$ cat src/rtl/bcd_pkg.sv
// Shared constants for the binary-to-BCD converter: FSM encoding and digit constants.
// Latency: n/a (package only).
// Backpressure: n/a (package only).
package bcd_pkg;

  // Width of one BCD digit and the digit used when the result saturates.
  localparam int         DIGIT_W  = 4;
  localparam logic [3:0] BCD_NINE = 4'h9;

  // Converter FSM encoding.
  localparam logic [1:0] ST_IDLE  = 2'd0;
  localparam logic [1:0] ST_SHIFT = 2'd1;
  localparam logic [1:0] ST_DONE  = 2'd2;

endpackage

$ cat src/rtl/bcd_add3.sv
// Single BCD digit adjust for double dabble: adds 3 when the digit is 5 or more.
// Latency: combinational.
// Backpressure: none.
// Ports:
//   dig_i  4-bit BCD digit before adjustment (0..9 in normal operation)
//   dig_o  adjusted digit, ready to be shifted left by one
module bcd_add3
  import bcd_pkg::*;
(
  input  logic [DIGIT_W-1:0] dig_i,
  output logic [DIGIT_W-1:0] dig_o
);

  // Inputs never exceed 9, so the sum stays within 4 bits and needs no carry.
  assign dig_o = (dig_i >= 4'd5) ? (dig_i + 4'd3) : dig_i;

endmodule

$ cat src/rtl/bin_to_bcd_seq.sv
// Sequential shift-and-add-3 binary to packed BCD converter, one input bit per clock.
// Latency: valid pulses BIN_W+1 edges after the accepting edge (BIN_W+2 cycle start-to-start).
// Backpressure: none; start is only honoured while idle, requests during busy are dropped.
// Ports:
//   clk_i    rising-edge clock
//   rst_ni   asynchronous active-low reset
//   start_i  conversion request, sampled only in IDLE
//   bin_i    unsigned binary operand, captured on the accepting edge
//   busy_o   high while a conversion is running
//   valid_o  one-cycle pulse when bcd_o/ovf_o have been updated
//   bcd_o    packed BCD result, units in [3:0]; held between conversions
//   ovf_o    result did not fit in OUT_DIGITS digits (bcd_o saturated to nines)
module bin_to_bcd_seq
  import bcd_pkg::*;
#(
  parameter int BIN_W      = 8,
  parameter int OUT_DIGITS = 2,
  parameter int INT_DIGITS = 3
) (
  input  logic                          clk_i,
  input  logic                          rst_ni,
  input  logic                          start_i,
  input  logic [BIN_W-1:0]              bin_i,
  output logic                          busy_o,
  output logic                          valid_o,
  output logic [OUT_DIGITS*DIGIT_W-1:0] bcd_o,
  output logic                          ovf_o
);

  localparam int SR_W  = INT_DIGITS * DIGIT_W + BIN_W;
  localparam int OUT_W = OUT_DIGITS * DIGIT_W;
  localparam int CNT_W = $clog2(BIN_W);
  localparam logic [CNT_W-1:0] LAST_CNT = CNT_W'(BIN_W - 1);

  logic [1:0]       state_q, state_d;
  logic [SR_W-1:0]  sr_q, sr_d;
  logic [SR_W-1:0]  sr_adj;
  logic [CNT_W-1:0] cnt_q, cnt_d;
  logic             busy_q, busy_d;
  logic             valid_q, valid_d;
  logic [OUT_W-1:0] bcd_q, bcd_d;
  logic             ovf_q, ovf_d;
  logic             hi_nz;

  // Shift register layout: BCD digits above, binary operand in the low BIN_W bits.
  // Only the BCD digits are adjusted before each shift; the binary part passes through.
  assign sr_adj[BIN_W-1:0] = sr_q[BIN_W-1:0];

  for (genvar g = 0; g < INT_DIGITS; g++) begin : g_digit
    bcd_add3 u_add3 (
      .dig_i (sr_q  [BIN_W + g*DIGIT_W +: DIGIT_W]),
      .dig_o (sr_adj[BIN_W + g*DIGIT_W +: DIGIT_W])
    );
  end

  // Any internal digit above the displayed ones forces saturation.
  if (INT_DIGITS > OUT_DIGITS) begin : g_hi
    assign hi_nz = |sr_q[SR_W-1:BIN_W+OUT_W];
  end else begin : g_no_hi
    assign hi_nz = 1'b0;
  end

  always_comb begin
    state_d = state_q;
    sr_d    = sr_q;
    cnt_d   = cnt_q;
    busy_d  = busy_q;
    valid_d = 1'b0;
    bcd_d   = bcd_q;
    ovf_d   = ovf_q;

    case (state_q)
      ST_IDLE: begin
        if (start_i) begin
          sr_d    = {{(INT_DIGITS*DIGIT_W){1'b0}}, bin_i};
          cnt_d   = '0;
          busy_d  = 1'b1;
          state_d = ST_SHIFT;
        end
      end

      ST_SHIFT: begin
        sr_d  = sr_adj << 1;
        cnt_d = cnt_q + CNT_W'(1);
        if (cnt_q == LAST_CNT) begin
          state_d = ST_DONE;
        end
      end

      ST_DONE: begin
        if (hi_nz) begin
          bcd_d = {OUT_DIGITS{BCD_NINE}};
          ovf_d = 1'b1;
        end else begin
          bcd_d = sr_q[BIN_W +: OUT_W];
          ovf_d = 1'b0;
        end
        valid_d = 1'b1;
        busy_d  = 1'b0;
        state_d = ST_IDLE;
      end

      default: begin
        state_d = ST_IDLE;
      end
    endcase
  end

  always_ff @(posedge clk_i or negedge rst_ni) begin
    if (!rst_ni) begin
      state_q <= ST_IDLE;
      sr_q    <= '0;
      cnt_q   <= '0;
      busy_q  <= 1'b0;
      valid_q <= 1'b0;
      bcd_q   <= '0;
      ovf_q   <= 1'b0;
    end else begin
      state_q <= state_d;
      sr_q    <= sr_d;
      cnt_q   <= cnt_d;
      busy_q  <= busy_d;
      valid_q <= valid_d;
      bcd_q   <= bcd_d;
      ovf_q   <= ovf_d;
    end
  end

  assign busy_o  = busy_q;
  assign valid_o = valid_q;
  assign bcd_o   = bcd_q;
  assign ovf_o   = ovf_q;

endmodule

$ cat config.mk
export PLATFORM = sky130hd
export DESIGN_NAME = bin_to_bcd_seq
export DESIGN_NICKNAME = d
export VERILOG_FILES = /design/src/rtl/bcd_pkg.sv /design/src/rtl/bcd_add3.sv /design/src/rtl/bin_to_bcd_seq.sv
export SDC_FILE = /design/constraint.sdc
export NUM_CORES = 1
export LEC_CHECK = 0
export BUFFER_PORTS_ARGS = -buffer_cell sky130_fd_sc_hd__buf_2
export CORE_MARGIN = 2
export CORE_UTILIZATION = 40
export DETAILED_ROUTE_END_ITERATION = 12
export PLACE_DENSITY = 0.56
export SLEW_MARGIN = 5
export SYNTH_ARGS = -nofsm -noshare
export SYNTH_HDL_FRONTEND = slang
export SYNTH_SLANG_ARGS = --single-unit
$ cat constraint.sdc
create_clock -name clk_i -period 2 [get_ports clk_i]
set_clock_uncertainty 0.15 [all_clocks]
set_input_delay 0.5 -clock clk_i [delete_from_list [all_inputs] [get_ports clk_i]]
set_output_delay 0.5 -clock clk_i [all_outputs]
set_load 0.02 [all_outputs]
# Word level (Yosys, flattened, before mapping)

Index checks and enable logic that the tools add are counted.

Input bits: 11
Output and inout port bits: 11
Register bits: 36
Word-level logic and storage cells: 41

Magnitude comparators: 3
Muxes and demuxes: 15
Reduce and logical (&&, ||, !) cells: 7
Add/sub/neg operators: 4
Eq/ne operators: 5

Operators with widths:

| cell                                                                                | count |
|---|---|
| 20-bit case mux with 2 select lines                                                 | 1 |
| 20-bit 2-to-1 mux                                                                   | 1 |
| 4-bit by 3-bit greater-or-equal comparator with 1-bit output, second input constant | 3 |
| 4-bit by 2-bit adder with 4-bit output, second input constant                       | 2 |
| 4-bit 2-to-1 mux                                                                    | 2 |
| 8-bit 2-to-1 mux                                                                    | 1 |
| 3-bit 2-to-1 mux                                                                    | 2 |
| 3-bit case mux with 2 select lines                                                  | 1 |
| 2-bit AND reduction                                                                 | 3 |
| 2-bit 2-to-1 mux                                                                    | 2 |
| 2-bit inequality test, second input constant                                        | 2 |
| 2-bit case mux with 2 select lines                                                  | 1 |
| 2-bit nonzero test                                                                  | 2 |
| 4-bit OR reduction                                                                  | 1 |
| 3-bit by 1-bit adder with 3-bit output, second input constant                       | 1 |
| 3-bit by 2-bit adder with 3-bit output, second input constant                       | 1 |
| 3-bit == test, second input constant                                                | 1 |
| 1-bit 2-to-1 mux                                                                    | 3 |
| 2-bit by 1-bit == test with 1-bit output, second input constant                     | 1 |
| 2-bit == test, second input constant                                                | 1 |
| 2-bit logical NOT                                                                   | 1 |
| 1-bit case mux with 2 select lines                                                  | 1 |

# Depth between registers and ports, before layout

Gate-level depths: netlist (run 1).

Word-level depth: 3
Depth in mapped cells: 5
Mapped depth without buffers: 5

# Hierarchy

A second synthesis (run 1) with hierarchy kept.

Cells, all modules: 159
Area, all modules: 1819.2 µm²

By module, submodules not included:

| module         | cells an instance | instances | area each (µm²) | seq. area each (µm²) |
|---|---|---|---|---|
| bin_to_bcd_seq | 111               | 1         | 1515.2          | 900.9 |
| bcd_add3       | 16                | 3         | 101.3           | 0.0 |

# Worst setup path before layout (run 1)

No wires, ideal clock.

Kind: reg2reg
Start point: register sr_q[12]
End point: register sr_q[14]
Data required time: 1.734 ns
Path slack: 0.519 ns
Period minus slack after synthesis: 1.481 ns
Path buffers: 0
Library setup time: 0.116 ns
Stages on the path, launching flop included: 6
Arrival: 1.215 ns
Path through: dfrtp_1 > inv_1 > ha_1 > nor2b_1 > o21a_1 > o311ai_0

Cells in the longest elaborated chain, start to end: 3
Elaborated cells between the ends (all ways): 4
Classes of those cells: add/sub: 1; order compare: 1; mux: 2

RTL lines:

| item                                                                                                                          | line                  | source |
|---|---|---|
| start: declaration                                                                                                            | bin_to_bcd_seq.sv:36  | `logic [SR_W-1:0] sr_q, sr_d;` |
| start signal: assignment                                                                                                      | bin_to_bcd_seq.sv:120 | `sr_q <= sr_d;` |
| 4-bit by 2-bit adder with 4-bit output / 4-bit by 3-bit greater-or-equal comparator with 1-bit output (equally long branches) | bcd_add3.sv:15        | `assign dig_o = (dig_i >= 4'd5) ? (dig_i + 4'd3) : dig_i;` |
| 4-bit 2-to-1 mux *                                                                                                            | bcd_add3.sv:15        |  |
| 20-bit case mux with 2 select lines *                                                                                         | bin_to_bcd_seq.sv:72  | `case (state_q)` |

Every way passes the cells marked *; elsewhere a longest branch is shown, timed or not.
A chain may end at the register's enable or synchronous reset.

# Final worst setup path (run 1)

Start point: register sr_q[8]
End point: register sr_q[10]

The elaborated chain is that of the path after synthesis.

==> metrics.cfg, run 1 <==
[status]
status=complete, no violations

[clock_tree]
root_buffer=clkbuf_8
cts_tree=built
cts_max_level=2
clkTransAtPathRegs_ns=0.07
clk_path_buf_depth=2
insertion_delay_ns=0.29
cts_inserted_buffers=5
cts_resized=0
clock-sinks=36

[worst_setup_path]
max_stage_delay_ns=0.39
critPathKind=register to register
reg2reg_depth=5
r2r_start=sr_q[8]
crit_chain=inv_1, ha_1, nor2b_1, o21a_1, o311ai_0
cp-end-kind=register
r2r-end=sr_q[10]
cp_max_fo=4
critPathLaunchType=register
critPathArrivalTime_ns=1.71
r2r_slack_ns=0.31
worst_path_max_delay_cell=dfrtp_1
required_ns=2.02

[worst_hold_path]
worstHoldStart=bcd_o[5]
hold_class=register to register
holdPathStages=2
min_to=bcd_o[5]

[sta]
fin_crit_sh_pct=84.7
rsz0062_at_grt=no
min_period_ns=1.69
clock.fmax_ghz=0.590
setup_tns_ns=0
worstMarginPinSlew_ns=0.426
relSlewSlack_pct=71.6
final-hold-violation-count=0
finalSetupViolations=0
slew_viol_final=0

[logic_synthesis]
yosysWarnings=0
netlist_area_sq_um=1740
yosysTopAreaCell=dfrtp_1
synthSimpleGateAreaFrac_pct=9.50
ys.flop_type=dfrtp_1
synth_xor_area_share_pct=1.01
async_flop_share_pct=100
netlist_instances=163
synth-compound-area-share_pct=20.3
synth_seq_area_share_pct=51.8
syn-num-nets=183
synthTopCellsByArea=dfrtp_1 (52%), ha_1 (6.5%), nand2_1 (4.3%)
synthAdderAreaFrac_pct=6.48
netlist.area_leader.share_pct=51.8
synth_top_family_by_area=compound AO/OA/AOI/OAI gates
synth_mux_area_share_pct=4.03
ys_seq_elements=36
synth-edff-count=0
synth_area_per_cell_sq_um=10.7
yosysUniqueCellTypes=32

[floorplan]
die_width_um=69.9
die_y_um=69.9
start_util_pct=42.5
io-pin-count=22
dieArea_sq_um=4890
rows=23
core_area_sq_um=4090

[drt]
drc=0
vias_per_cell=5.31
wl_per_cell_um=14.6
drt_wl_total_um=3480
drtPass1Iterations=4
drtIter0Drc=70
ant_nets=0
dr_total_vias=1268

[grt]
grt_pass1_wl_um=6390
grt_overflow_total=0
grt_antenna_before_repair=0
grt_pass1_vias=1394
grt_max_degree=24
grtUsageTotal_pct=16.5

[layout]
fillers=377
nNetsFinal=208
drive_gt1_share_pct=18.5
syn2layout_area_growth_pct=14.8
diodes=0

[placement]
place_hpwl_um=2490
port_buffers=21
gp_congestion=0.890

[power_and_ir_drop]
ir_drop_uv=578
p_per_area_nw_per_um2=1650
total_power_mw=3.29
leakage_nw=0.967

[run]
cap_viol_max_count=0

power breakdown:
| part | leakage [nW] | total (mW) | switching (mW) | internal, mW |
|---|---|---|---|---|
| clock | 0.0552 | 0.631 | 0.261 | 0.370 |
| sequential | 0.458 | 1.25 | 0.209 | 1.04 |
| combinational | 0.453 | 1.40 | 0.827 | 0.578 |
routing by layer:
metal / GRT usage [%] / routed length, um / vias up
li1: - / - / 622
met3: 4.18 / 152 / 6
met5: 0 / 0 / -
met1: 20.7 / 1700 / 612
met2: 26.8 / 1570 / 28
met4: 7.05 / 56 / 0
cells in the mapped netlist (all sizes together), types with 2 or more instances:
library cell and number:
dfrtp 36, nand2 20, inv 15, o21ai 15, ha 9, nor2 8
buf 7, mux2i 7, a21oi 6, o2111ai 6, nor2b 4, a22o 3
a32o 3, o21a 3, o221ai 3, o311ai 3, o31ai 3, nand2b 2
o32ai 2, xnor2 2
logic make-up (layout without fill, tap and decap cells):
kind of cell | Yosys count | count (layout)
buf+inv | 22 | 48
mux | 7 | 7
xor+xnor | 2 | 2
compound gates | 50 | 50
fa+ha+maj | 9 | 9
flops | 36 | 36
simple gates | 37 | 37
cells in the final DEF, fill, tap and decap left out, types with 3 or more instances in the layout:
cell       instances
nor2b_1            3
o21ai_0           11
mux2i_1            7
o311ai_0           3
dfrtp_1           36
nand2_1           20
nor2_1             8
o2111ai_1          6
o31ai_1            3
o21ai_1            4
clkbuf_8           5
ha_1               9
buf_2             21
inv_1             14
o21a_1             3
a22o_1             3
a21oi_1            6
a32o_1             3
o221ai_1           3
sequential cells by signal (all words and copies together), names as in the netlist:
signal / flops
ovf_o: 1
busy_o: 1
cnt_q: 3
state_q: 2
sr_q: 20
valid_o: 1
bcd_o: 8
worst max-delay path: cells and delay by family (launching register included):
kind,cells,cell delay (ns)
AOI/OAI and AO/OA,2,0.50
and+or+nand+nor,1,0.17
buffers and inverters,1,0.11
DFF,1,0.39
adders and majority gates,1,0.25
per-stage QoR:
| stage | setup slack [ns] | util [%] | area (sq um) | cells | hold WS (ns) |
|---|---|---|---|---|---|
| after detailed placement | 0.336 | 46.0 | 1880 | 230 | 0.315 |
| after global routing | 0.166 | 48.8 | 2000 | 239 | 0.355 |
| after floorplan | 0.519 | - | 1740 | 163 | 0.0544 |
| after CTS | 0.322 | 48.8 | 2000 | 239 | 0.326 |
| final | 0.305 | 48.8 | 2000 | 239 | 0.328 |
| after global placement | 0.430 | 46.0 | 1880 | 230 | 0.304 |
cell type report:
cell class / instances / area (sq um) / share of cell area (%)
Multi-Input combinational cell: 105 / 718 / 36.0
Sequential cell: 36 / 901 / 45.1
Inverter: 15 / 56.3 / 2.82
Clock buffer: 6 / 72.6 / 3.64
Clock inverter: 2 / 35.0 / 1.76
Tap cell: 50 / 62.6 / 3.13
Timing Repair Buffer: 25 / 150 / 7.52
worst max-delay path by stage:
stage / startpoint / end / slack [ns] / cells past startpoint
floorplan: sr_q[12] / sr_q[14] / 0.52 / 5
detailed placement: sr_q[8] / sr_q[10] / 0.34 / 5
CTS: sr_q[8] / sr_q[10] / 0.32 / 5
finish: sr_q[8] / sr_q[10] / 0.31 / 5
global placement: sr_q[8] / sr_q[10] / 0.43 / 5
global route: sr_q[8] / sr_q[10] / 0.17 / 5
what timing repair did:
action | CTS | global route
hold buffers | 1 | 0
setup buffers | 0 | 0
endpoints found under the hold margin | 4 | 0
No activity file was read; power rests on OpenSTA's default activity.
==> run 2, diff against run 1 <==
--- a/config.mk
+++ b/config.mk
@@ -9,7 +9,7 @@
 export CORE_MARGIN = 2
 export CORE_UTILIZATION = 40
 export DETAILED_ROUTE_END_ITERATION = 12
-export PLACE_DENSITY = 0.56
+export PLACE_DENSITY = 0.58
 export SLEW_MARGIN = 5
 export SYNTH_ARGS = -nofsm -noshare
 export SYNTH_HDL_FRONTEND = slang
==> constraint.sdc (replaced) <==
create_clock -name clk_i -period 1.53 [get_ports clk_i]
set_clock_uncertainty 0.15 [all_clocks]
set_input_delay 0.3825 -clock clk_i [delete_from_list [all_inputs] [get_ports clk_i]]
set_output_delay 0.3825 -clock clk_i [all_outputs]
set_load 0.02 [all_outputs]
==> metrics.cfg, run 2 (synthesis results as in run 1) <==
[clock_tree]
root_buffer=clkbuf_8
cts_tree=built
clock-sinks=36  ; unchanged
cts_inserted_buffers=5  ; unchanged
cts_max_level=2  ; unchanged
clk_path_buf_depth=2  ; unchanged
clkTransAtPathRegs_ns=0.07  ; about the same
insertion_delay_ns=0.29  ; about the same

[drt]
drtIter0Drc=27  ; -61%
vias_per_cell=5.33  ; +0.38%
wl_per_cell_um=14.5  ; -0.23%
drc=0  ; unchanged
drtPass1Iterations=4  ; unchanged
drt_wl_total_um=3660  ; +5.2%
ant_nets=0  ; unchanged
dr_total_vias=1342  ; +5.8%

[worst_setup_path]
r2r-end=sr_q[16]
critPathKind=register to register
required_ns=1.58  ; -0.44 ns
r2r_start=sr_q[13]
cp-end-kind=register
critPathArrivalTime_ns=1.54  ; -0.17 ns
reg2reg_depth=5  ; unchanged
critPathLaunchType=register
cp_max_fo=4  ; unchanged
r2r_slack_ns=0.04  ; -0.27 ns

[placement]
gp_congestion=0.841  ; -5.6%
place_hpwl_um=2550  ; +2.3%
post-place-ws_ns=-0.0769  ; -0.413 ns
port_buffers=21  ; unchanged

[sta]
clock.fmax_ghz=0.671  ; +14%
min_period_ns=1.49  ; -0.204 ns
finalSetupViolations=0  ; unchanged
final.setup.worst_slack_ns=0.0393  ; -0.266 ns
fin_crit_sh_pct=97.4  ; +13 points
rsz0062_at_grt=yes
worstMarginPinSlew_ns=0.240  ; -0.186 ns
slew_viol_final=0  ; unchanged
relSlewSlack_pct=83.7  ; +12 points
setup_tns_ns=0  ; unchanged
final-hold-violation-count=0  ; unchanged

[grt]
grt_overflow_total=0  ; unchanged
grt_pass1_wl_um=6220  ; -2.7%
grt_antenna_before_repair=0  ; unchanged
grt_max_degree=37  ; +54%
grt_pass1_vias=1341  ; -3.8%
grtUsageTotal_pct=15.9  ; -0.52 points

[power_and_ir_drop]
ir_drop_uv=809  ; +40%
leakage_nw=1.06  ; +9.4%
p_per_area_nw_per_um2=2220  ; +35%

[run]
cap_viol_max_count=0  ; unchanged

[layout]
mostFrequentLayoutCells=dfrtp_1 (36), buf_2 (21), nand2_1 (20), buf_4 (13), o21ai_0 (11)
post-route-util_pct=53.2  ; +4.3 points
regMostFlops=sr_q
diodes=0  ; unchanged
nNetsFinal=221  ; +6.3%
final_common_cell=dfrtp_1
fillers=378  ; +0.27%
syn2layout_area_growth_pct=25.0
largest_reg_flops=20  ; unchanged
drive_gt1_share_pct=30.7  ; +12 points

[worst_hold_path]
min_to=sr_q[6]
hold_class=primary input to register
worstHoldStart=bin_i[6]
holdPathStages=3  ; +1

[floorplan]
die_width_um=69.9  ; unchanged
core_area_sq_um=4090  ; unchanged
start_util_pct=42.5  ; unchanged
rows=23  ; unchanged
dieArea_sq_um=4890  ; unchanged
io-pin-count=22  ; unchanged
die_y_um=69.9  ; unchanged

[status]
status=complete, no violations

run 2: cell types whose count changed in the layout (fill, tap and decap cells not counted), sizes merged:
cell  previous run  this run
buf             24        37
run 2: report_power, final:
part	internal, mW	leakage, nW	total (mW)	switching (mW)
clock	0.483	0.0552	0.819	0.335
combinational	1.12	0.544	2.38	1.26
sequential	1.36	0.458	1.62	0.257
run 2: stage by stage:
stage / hold slack [ns] / power [mW] / std cells / instance area [sq um]
6_report: 0.220 / 4.82 / 252 / 2170
4_1_cts: 0.223 / 4.62 / 249 / 2100
2_1_floorplan: -0.0631 / 3.08 / 163 / 1740
5_1_grt: 0.246 / 5.19 / 252 / 2170
3_3_place_gp: 0.209 / 3.60 / 239 / 1970
3_5_place_dp: 0.209 / 3.73 / 239 / 1970
run 2: worst max path at each step:
| stage | from | endpoint | slack, ns |
|---|---|---|---|
| after global placement | sr_q[16] | sr_q[18] | -0.0008 |
| after global routing | sr_q[13] | sr_q[16] | -0.01 |
| after floorplan | sr_q[12] | sr_q[14] | 0.05 |
| after detailed placement | sr_q[9] | sr_q[10] | -0.08 |
| after CTS | sr_q[16] | sr_q[18] | -0.03 |
| final | sr_q[13] | sr_q[16] | 0.04 |
run 2: what timing repair did:
action / in CTS / in global routing
buffers inserted: 1 / 3
resized for setup: 6 / 14
endpoints found under the hold margin: 36 / 0
pin swaps: 0 / 3
hold buffers: 1 / 0
endpoints found under the setup margin: 6 / 12
run 2: final cells by class:
cell class,instances,area [sq um],area share [%]
clock buffer,6,72.6,3.34
clock inverter,2,35.0,1.61
inverter,15,56.3,2.59
multi-input combinational,105,772,35.5
sequential,36,901,41.5
tap,50,62.6,2.88
timing repair buffer,38,273,12.6
run 2: critical path, cell delays in order, from the launching register on:
cell,delay (ns)
dfrtp_1,0.38
inv_2,0.07
ha_1,0.20
nor2b_4,0.14
o21a_1,0.21
o32ai_2,0.26
run 2: per-layer routing:
layer	part of all wire (%)	vias to the layer above	track usage, %
li1	-	656	-
met1	46	643	20.6
met2	48	36	25.4
met3	4.6	7	3.46
met4	1.9	0	7.69
met5	0	-	0
==> run 3, diff against run 2 <==
--- a/config.mk
+++ b/config.mk
@@ -10,6 +10,7 @@
 export CORE_UTILIZATION = 40
 export DETAILED_ROUTE_END_ITERATION = 12
 export PLACE_DENSITY = 0.58
+export SETUP_SLACK_MARGIN = 0.4
 export SLEW_MARGIN = 5
 export SYNTH_ARGS = -nofsm -noshare
 export SYNTH_HDL_FRONTEND = slang
==> metrics.cfg, run 3 (synthesis results as in run 1) <==
[grt]
grt_antenna_before_repair=0  ; unchanged
grt_max_degree=24  ; -35%
grt_overflow_total=0  ; unchanged
grt_pass1_wl_um=8080  ; +30%
grt_pass1_vias=1584  ; +18%
grtUsageTotal_pct=21.2  ; +5.3 points

[worst_setup_path]
cp_max_fo=3  ; -1
critPathLaunchType=register
cp-end-kind=register
critPathArrivalTime_ns=1.54  ; about the same
required_ns=1.57  ; about the same
critPathKind=register to register

[layout]
mostFrequentLayoutCells=buf_4 (39), dfrtp_1 (34), nand2_1 (20), buf_6 (18), o21ai_1 (11)
nNetsFinal=261  ; +18%
final_cells=292  ; +16%
largest_reg_flops=20  ; unchanged
final_common_cell=buf_4
stdcell_area_sq_um=2930  ; +35%
fillers=270  ; -29%
post-route-util_pct=71.7  ; +19 points
seqCellArea_sq_um=903  ; +0.28%
drive_gt1_share_pct=56.2  ; +26 points
syn2layout_area_growth_pct=68.7
multiInputGateArea_sq_um=1010  ; +31%
diodes=0  ; unchanged
regMostFlops=sr_q

[drt]
drtIter0Drc=70  ; +160%
drc=0  ; unchanged
drtPass1Iterations=4  ; unchanged
vias_per_cell=5.38  ; +1.0%
wl_per_cell_um=18.3  ; +26%
dr_total_vias=1571  ; +17%
drt_wl_total_um=5340  ; +46%
ant_nets=0  ; unchanged

[sta]
relSlewSlack_pct=75.9  ; -7.8 points
final-hold-violation-count=13  ; +13
final.setup.worst_slack_ns=0.0269  ; -0.0123 ns
clock.fmax_ghz=0.665  ; -0.82%
finalHoldWorstSlack_ns=-0.165  ; -0.385 ns
finalSetupViolations=0  ; unchanged
rsz0062_at_grt=yes
slew_viol_final=0  ; unchanged
worstMarginPinSlew_ns=0.360  ; +0.120 ns
min_period_ns=1.50  ; +0.0123 ns
fin_crit_sh_pct=98.2  ; +0.81 points

[clock_tree]
clkTransAtPathRegs_ns=0.08  ; about the same
insertion_delay_ns=0.29  ; about the same
cts_inserted_buffers=5  ; unchanged
root_buffer=clkbuf_8
cts_max_level=2  ; unchanged
clk_path_buf_depth=2  ; unchanged
clock-sinks=36  ; unchanged
cts_tree=built

[power_and_ir_drop]
ir_drop_uv=850  ; +5.1%
leakage_nw=1.37  ; +30%
p_per_area_nw_per_um2=2340  ; +5.6%

[floorplan]
start_util_pct=42.5  ; unchanged
die_y_um=69.9  ; unchanged
rows=23  ; unchanged
dieArea_sq_um=4890  ; unchanged
core_area_sq_um=4090  ; unchanged
io-pin-count=22  ; unchanged
die_width_um=69.9  ; unchanged

[placement]
placed_area_sq_um=2020  ; +2.7%
dpl.cell_count=230  ; -3.8%
post-place-ws_ns=-0.00243  ; +0.0745 ns
port_buffers=21  ; unchanged
gp_congestion=0.840  ; about the same
place_hpwl_um=2570  ; +0.93%

[status]
violations=hold timing
status=finished with violations

[run]
cap_viol_max_count=0  ; unchanged

[worst_hold_path]
hold_class=primary input to async pin

## run 3: cell count changes in the layout (fill, tap and decap cells not counted), moves of 5 or more
cell | before | now
buf_6 | 0 | 18
buf_4 | 13 | 39
o21ai_1 | 4 | 11
buf_2 | 21 | 10
ha_1 | 6 | 1
ha_4 | 0 | 6
o21ai_0 | 11 | 0
## run 3: path summary, 6_finish.rpt
check                           cells past startpoint  endpoint  slack, ns  startpoint
worst max-delay path                                5  sr_q[10]       0.03     sr_q[9]
worst min-delay path                                1    busy_o      -0.17      rst_ni
worst max register to register                      5  sr_q[10]       0.03     sr_q[9]
worst min register to register                      1  sr_q[15]       0.34    sr_q[15]
max in group asynchronous                           2  sr_q[18]       0.96      rst_ni
min in group clk_i                                  3   sr_q[4]       0.21    bin_i[4]
## run 3: per-stage QoR
stage | power [mW] | setup TNS, ns
global route | 7.25 | -0.0222
floorplan | 3.43 | 0
CTS | 6.19 | 0
detailed placement | 3.91 | -0.00243
global placement | 3.80 | 0
finish | 6.87 | 0
## run 3: final cells by class
class,count,share of cell area (%)
clock inverter,3,1.45
inverter,15,2.18
tap,50,2.13
multi-input combinational,106,34.6
sequential,36,30.8
clock buffer,5,2.35
timing repair buffer,77,26.5
## run 3: timing repair
action                     CTS  global route
pin swaps                    5             3
setup buffers               38            11
setup endpoints to repair   44            45
gates cloned                 4             1
gates resized for setup     43            24
hold endpoints to repair    13            13
## run 3: power by group
part	total, mW	internal (mW)	switching [mW]
Clock	0.842	0.482	0.360
Sequential	1.69	1.36	0.330
Combinational	4.33	2.39	1.95
Total	6.87	4.23	2.64
## run 3: layer usage
metal	up-vias	global-route usage (%)	routed length, um	share of wire, %
li1	733	-	-	-
met1	773	26.8	2270	43
met2	52	36.1	2700	50
met3	13	5.34	253	4.7
met4	0	5.98	118	2.2
met5	-	0	0	0
## run 3: worst max-delay path, cell delays in order (launching register included)
cell and delay [ns]:
dfrtp_1 0.39, inv_2 0.09, ha_4 0.17, nor2b_4 0.13, o21a_4 0.21, o311ai_2 0.25
